===== src/rtl/lpc_pkg.sv =====
// Shared types and defaults for the LPC analysis front end.
package lpc_pkg;

  localparam int LPC_N_SAMPLES = 160;
  localparam int LPC_ORDER     = 10;

  typedef logic signed [15:0] sample_t;
  typedef logic signed [31:0] acc_t;

  typedef enum logic [1:0] {
    LOAD,
    CLEAR,
    RUN,
    OUT
  } seq_state_t;

endpackage


===== src/rtl/autocorr_frame_buf.sv =====
// One-frame sample store: a single write port and two combinational read
// ports, so x[n] and x[n-k] can be fetched in the same cycle.
module autocorr_frame_buf
  import lpc_pkg::*;
#(
  parameter int DEPTH = LPC_N_SAMPLES,
  parameter int AW    = $clog2(DEPTH)
) (
  input  logic          clk,
  input  logic          we,
  input  logic [AW-1:0] wr_addr,
  input  logic [15:0]   wr_data,
  input  logic [AW-1:0] rd_addr_a,
  output logic [15:0]   rd_data_a,
  input  logic [AW-1:0] rd_addr_b,
  output logic [15:0]   rd_data_b
);

  sample_t mem [DEPTH];

  // NOTE: the array has no reset; every location is rewritten by LOAD before
  // it is read, and a reset would stop the array mapping onto RAM.
  always_ff @(posedge clk) begin
    if (we) mem[wr_addr] <= wr_data;
  end

  assign rd_data_a = mem[rd_addr_a];
  assign rd_data_b = mem[rd_addr_b];

endmodule


===== src/rtl/autocorr_lag_sequencer.sv =====
// Feeds sample pairs (x[n], x[n-k]) to the autocorrelation MAC for each lag
// and hands the captured R[k] values downstream over valid/ready.
module autocorr_lag_sequencer
  import lpc_pkg::*;
#(
  parameter int N_SAMPLES = LPC_N_SAMPLES,
  parameter int ORDER     = LPC_ORDER,
  parameter int AW        = $clog2(N_SAMPLES),
  parameter int KW        = $clog2(ORDER + 1)
) (
  input  logic          clk,
  input  logic          reset,
  input  logic          in_valid,
  output logic          in_ready,
  input  logic [15:0]   in_data,
  output logic          mac_clear,
  output logic [15:0]   mac_x,
  output logic [15:0]   mac_x_lagged,
  output logic          mac_last,
  input  logic [31:0]   mac_y,
  output logic          r_valid,
  input  logic          r_ready,
  output logic [31:0]   r_data,
  output logic [KW-1:0] r_lag,
  output logic          r_last
);

  if (ORDER >= N_SAMPLES) begin : g_bad_params
    $error("autocorr_lag_sequencer: ORDER must be less than N_SAMPLES");
  end

  seq_state_t    state;
  logic [AW-1:0] wr_cnt;
  logic [AW-1:0] n;
  logic [KW-1:0] k;
  logic [AW-1:0] k_ext;
  logic [AW-1:0] n_inc;
  logic [AW-1:0] rd_a;
  logic [AW-1:0] rd_b;
  logic [15:0]   buf_a;
  logic [15:0]   buf_b;
  logic          we;

  assign k_ext = AW'(k);
  assign n_inc = n + AW'(1);
  assign we    = in_valid && in_ready;

  // CLEAR prefetches the first pair of the lag; RUN fetches the next one.
  assign rd_a = (state == CLEAR) ? k_ext : n_inc;
  assign rd_b = rd_a - k_ext;

  autocorr_frame_buf #(
    .DEPTH (N_SAMPLES),
    .AW    (AW)
  ) u_buf (
    .clk       (clk),
    .we        (we),
    .wr_addr   (wr_cnt),
    .wr_data   (in_data),
    .rd_addr_a (rd_a),
    .rd_data_a (buf_a),
    .rd_addr_b (rd_b),
    .rd_data_b (buf_b)
  );

  // NOTE: all state and outputs update with non-blocking assignments so every
  // branch below reads the values from before this clock edge.
  always_ff @(posedge clk) begin
    if (reset) begin
      state        <= LOAD;
      wr_cnt       <= '0;
      n            <= '0;
      k            <= '0;
      in_ready     <= 1'b1;
      mac_clear    <= 1'b0;
      mac_last     <= 1'b0;
      mac_x        <= '0;
      mac_x_lagged <= '0;
      r_valid      <= 1'b0;
      r_last       <= 1'b0;
      r_data       <= '0;
      r_lag        <= '0;
    end else begin
      mac_clear <= 1'b0;
      unique case (state)
        LOAD: begin
          if (we) begin
            if (wr_cnt == AW'(N_SAMPLES - 1)) begin
              wr_cnt    <= '0;
              k         <= '0;
              in_ready  <= 1'b0;
              mac_clear <= 1'b1;
              state     <= CLEAR;
            end else begin
              wr_cnt <= wr_cnt + AW'(1);
            end
          end
        end

        CLEAR: begin
          mac_x        <= buf_a;
          mac_x_lagged <= buf_b;
          n            <= k_ext;
          mac_last     <= (k_ext == AW'(N_SAMPLES - 1));
          state        <= RUN;
        end

        RUN: begin
          if (mac_last) begin
            // mac_y already includes the final pair presented this cycle.
            r_data       <= mac_y;
            r_lag        <= k;
            r_valid      <= 1'b1;
            r_last       <= (k == KW'(ORDER));
            mac_x        <= '0;
            mac_x_lagged <= '0;
            mac_last     <= 1'b0;
            state        <= OUT;
          end else begin
            mac_x        <= buf_a;
            mac_x_lagged <= buf_b;
            n            <= n_inc;
            mac_last     <= (n_inc == AW'(N_SAMPLES - 1));
          end
        end

        OUT: begin
          if (r_ready) begin
            r_valid <= 1'b0;
            r_last  <= 1'b0;
            if (k == KW'(ORDER)) begin
              k        <= '0;
              in_ready <= 1'b1;
              state    <= LOAD;
            end else begin
              k         <= k + KW'(1);
              mac_clear <= 1'b1;
              state     <= CLEAR;
            end
          end
        end

        default: state <= LOAD;
      endcase
    end
  end

endmodule


===== config.mk =====
export PLATFORM = sky130hd
export DESIGN_NAME = autocorr_lag_sequencer
export DESIGN_NICKNAME = d
export VERILOG_FILES = /design/src/rtl/lpc_pkg.sv /design/src/rtl/autocorr_frame_buf.sv /design/src/rtl/autocorr_lag_sequencer.sv
export SDC_FILE = /design/constraint.sdc
export NUM_CORES = 2
export LEC_CHECK = 0
export CAP_MARGIN = 5
export CORE_MARGIN = 2
export CORE_UTILIZATION = 45
export CTS_BUF_LIST = sky130_fd_sc_hd__clkbuf_4
export DETAILED_ROUTE_END_ITERATION = 6
export SLEW_MARGIN = 15
export SYNTH_ARGS = -nofsm -noshare
export SYNTH_HDL_FRONTEND = slang
export SYNTH_HIERARCHICAL = 1
export SYNTH_SLANG_ARGS = --single-unit

===== constraint.sdc =====
create_clock -name clk -period 4.6 [get_ports clk]
set_clock_uncertainty 0.2 [all_clocks]
set_input_delay 1.38 -clock clk [delete_from_list [all_inputs] [get_ports clk]]
set_output_delay 1.38 -clock clk [all_outputs]
set_load 0.05 [all_outputs]

==> out/qor.txt <==
number of buffers created by CTS -> 697
Post-Synthesis Cell Area -> 123000 um^2
DRT Pass-1 Iters -> 6
Crit path required time -> 5.85 ns
failing checks -> negative setup slack
final setup violation count -> 5
outcome -> finished, violations left
sequential share of the synthesized area -> 63.8%
fin nets -> 7560
FP Rows -> 192
P per Cell Area -> 328 nW/um^2
TritonCTS clock tree -> done
peak supply drop -> 0.250 mV
core box area -> 273000 um^2
Post-DP HPWL -> 272000 um
Leakage -> 49.6 nW
CP Class -> register to register
routed wire length -> 423000 um
clock power share -> 43.4%
Layout Area Growth over Synthesis -> 19.1%
Avg Inst Size Synth -> 19.9 um^2
max cap viols -> 0
fraction of registers with async set/reset -> 0%
Final Cycle Share -> 102%
Synth area leaders -> edfxtp_1, mux4_2, mux2i_1
commonest non-fill, non-tap cell in the layout -> edfxtp_1
post-layout util -> 53.8%
crit-path max FO -> 9
num ports -> 125
Synth Net Count -> 6282
post-layout min period -> 4.71 ns
Synth area leader -> edfxtp_1
clock edge transition at the registers on the reported setup and hold paths -> 0.07 ns
Critical Path End Type -> register
first-pass GRT wire length -> 584000 um
Iteration-0 DRC Markers -> 10200
share of post-route cells with drive strength above 1 -> 46.3%
clock latency on the worst-skew pair -> 1.59 ns
Final WS setup -> -0.114 ns
die width -> 528 um
Die Height -> 528 um
remaining global-route overflow -> 0
initial antenna violation count -> 21
DRC -> 0
Flop pwr share -> 55.0%
vias in the first global route -> 76100
Yosys reg bits -> 2655
final slew viol count -> 0
GRT Util Overall -> 30.1%
largest net degree at the start of global routing -> 145
Slew @ Worst Pin -> 1.31 ns
main flop type after synthesis -> edfxtp_1
WL per Instance -> 36.4 um
Die ar. -> 279000 um^2
vias per cell -> 6.51
NetSw -> 10.9 mW
post-route cell area -> 147000 um^2
clock sinks -> 2655
Slew headroom -> 12.8%
internal power -> 37.3 mW
CTS root buf -> clkbuf_4
I/O Buffers -> 124
element type at the critical path start -> register
Fin. Hold Viols -> 0
Synth top area share -> 62.3%
Hold/Removal Path Class -> input pin to register
commonest cells after routing, fill and taps aside -> edfxtp_1, mux4_2, clkbuf_4, buf_4, mux2i_1
H-tree levels -> 6
Post-synth EDFFs -> 2560
clock tree buffer depth -> 4
Sw Share -> 22.7%
RSZ-0062 raised after global routing -> yes
Yosys Warn Count -> 6
Starting Density -> 45.2%
Synth Instances -> 6216
via count -> 75700
Gate power share -> 1.6%
CP Data Arrival Time -> 5.97 ns
gp weighted congestion -> 0.988
Routed Antenna Nets -> 0
Fmax achieved -> 212 MHz
area of placed instances -> 136000 um^2
synth unique cells -> 73
-- path summary, 6_finish.rpt --
path / startpoint / end / slack, ns / cells past startpoint
worst min-delay path: in_data[8] / u_buf/mem[123][8] / 0.14 / 1
worst max-delay path: state[1] / mac_x_lagged[0] / -0.11 / 19
worst max register to register: state[1] / mac_x_lagged[0] / -0.11 / 19
worst min register to register: r_data[25] / r_data[25] / 0.25 / 2
-- through the flow --
| step | total power [mW] | hold WS [ns] | instances | setup WS, ns | TNS, ns |
|---|---|---|---|---|---|
| 2_1_floorplan | 27.1 | 0.249 | 6216 | 0.0592 | 0 |
| 3_3_place_gp | 27.8 | 0.243 | 10300 | -0.890 | -9.17 |
| 3_5_place_dp | 27.8 | 0.247 | 10300 | -0.758 | -7.60 |
| 4_1_cts | 48.6 | 0.00809 | 11600 | -0.0700 | -0.143 |
| 5_1_grt | 49.9 | 0.122 | 11600 | -0.210 | -2.28 |
| 6_report | 48.2 | 0.141 | 11600 | -0.114 | -0.235 |
-- layer usage --
layer,part of all wire [%],global-route usage (%)
met1,38,41.2
met2,45,44.8
met4,5.3,14.5
met5,0.0076,0
met3,12,8.10
-- final cells by class --
type / instances / area (um^2)
fill: 21400 / 126000
sequential: 2655 / 78800
multi-input combinational: 3061 / 43400
timing repair buffer: 1056 / 11200
clock buffer: 967 / 7260
tap: 3589 / 4490
clock inverter: 271 / 1680
inverter: 23 / 151
antenna: 9 / 22.5
-- logic make-up after synthesis --
family | after synthesis | share of synthesized area [%]
xor+xnor | 19 | 0.135
buf+inv | 500 | 2.06
mux | 1756 | 28.3
simple gates | 776 | 2.86
fa+ha+maj | 14 | 0.148
flops | 2655 | 63.8
compound gates | 496 | 2.70
-- critical path: stages (launching register included) --
cell and delay (ns):
dfxtp_2 0.33, inv_2 0.07, ha_4 0.15, mux2i_1 0.18
buf_4 0.15, ha_4 0.15, inv_2 0.04, fa_4 0.86
buf_6 0.15, buf_16 0.17, buf_12 0.14, buf_12 0.13
mux4_2 0.34, mux4_2 0.51, nor2_4 0.12, a31oi_4 0.07
o211ai_1 0.46, o311ai_1 0.18, nand3_1 0.12, a21oi_1 0.09
-- synth_stat cells, drive strengths merged (3+ instances only) --
| cell | instances |
|---|---|
| o31ai | 5 |
| ha | 13 |
| o21a | 4 |
| nand2 | 237 |
| a32oi | 6 |
| xnor2 | 6 |
| and3 | 13 |
| o211ai | 13 |
| nor4 | 3 |
| or3 | 16 |
| a221oi | 10 |
| nor2 | 236 |
| a311oi | 4 |
| a211oi | 33 |
| a22oi | 9 |
| nand2b | 58 |
| and2 | 33 |
| clkbuf | 181 |
| mux4 | 1383 |
| o22ai | 100 |
| a2111oi | 5 |
| a22o | 3 |
| nor3 | 52 |
| a21o | 9 |
| buf | 296 |
| dfxtp | 95 |
| o31a | 4 |
| a21oi | 135 |
| o221ai | 49 |
| a211o | 7 |
| edfxtp | 2560 |
| or2 | 8 |
| mux2 | 34 |
| o311ai | 5 |
| a31oi | 10 |
| nand3 | 78 |
| nor2b | 25 |
| inv | 22 |
| mux2i | 339 |
| xor2 | 13 |
| o21ai | 45 |
| nand4 | 10 |
| o32ai | 25 |
-- repair_timing --
item,in CTS,in global routing
endpoints found under the setup margin,51,21
hold buffers,6,0
buffers inserted,31,32
hold endpoints to repair,136,0
gates resized for setup,149,104
cloned,4,8
pin swaps,15,37
-- power groups by stage --
stage,clock [mW],combinational (mW),sequential [mW]
floorplan,0,0.103,27.0
global placement,0,0.720,27.0
detailed placement,0,0.746,27.0
CTS,21.3,0.751,26.5
global route,22.6,0.792,26.5
finish,21.0,0.766,26.5
-- sequential cells by signal (all words and copies together), names as in the netlist, 4 cells and up --
| signal | count |
|---|---|
| k | 4 |
| r_lag | 4 |
| wr_cnt | 8 |
| n | 8 |
| mac_x_lagged | 16 |
| r_data | 32 |
| mac_x | 16 |
| u_buf/mem | 2560 |
No activity file was read; power rests on OpenSTA's default activity.
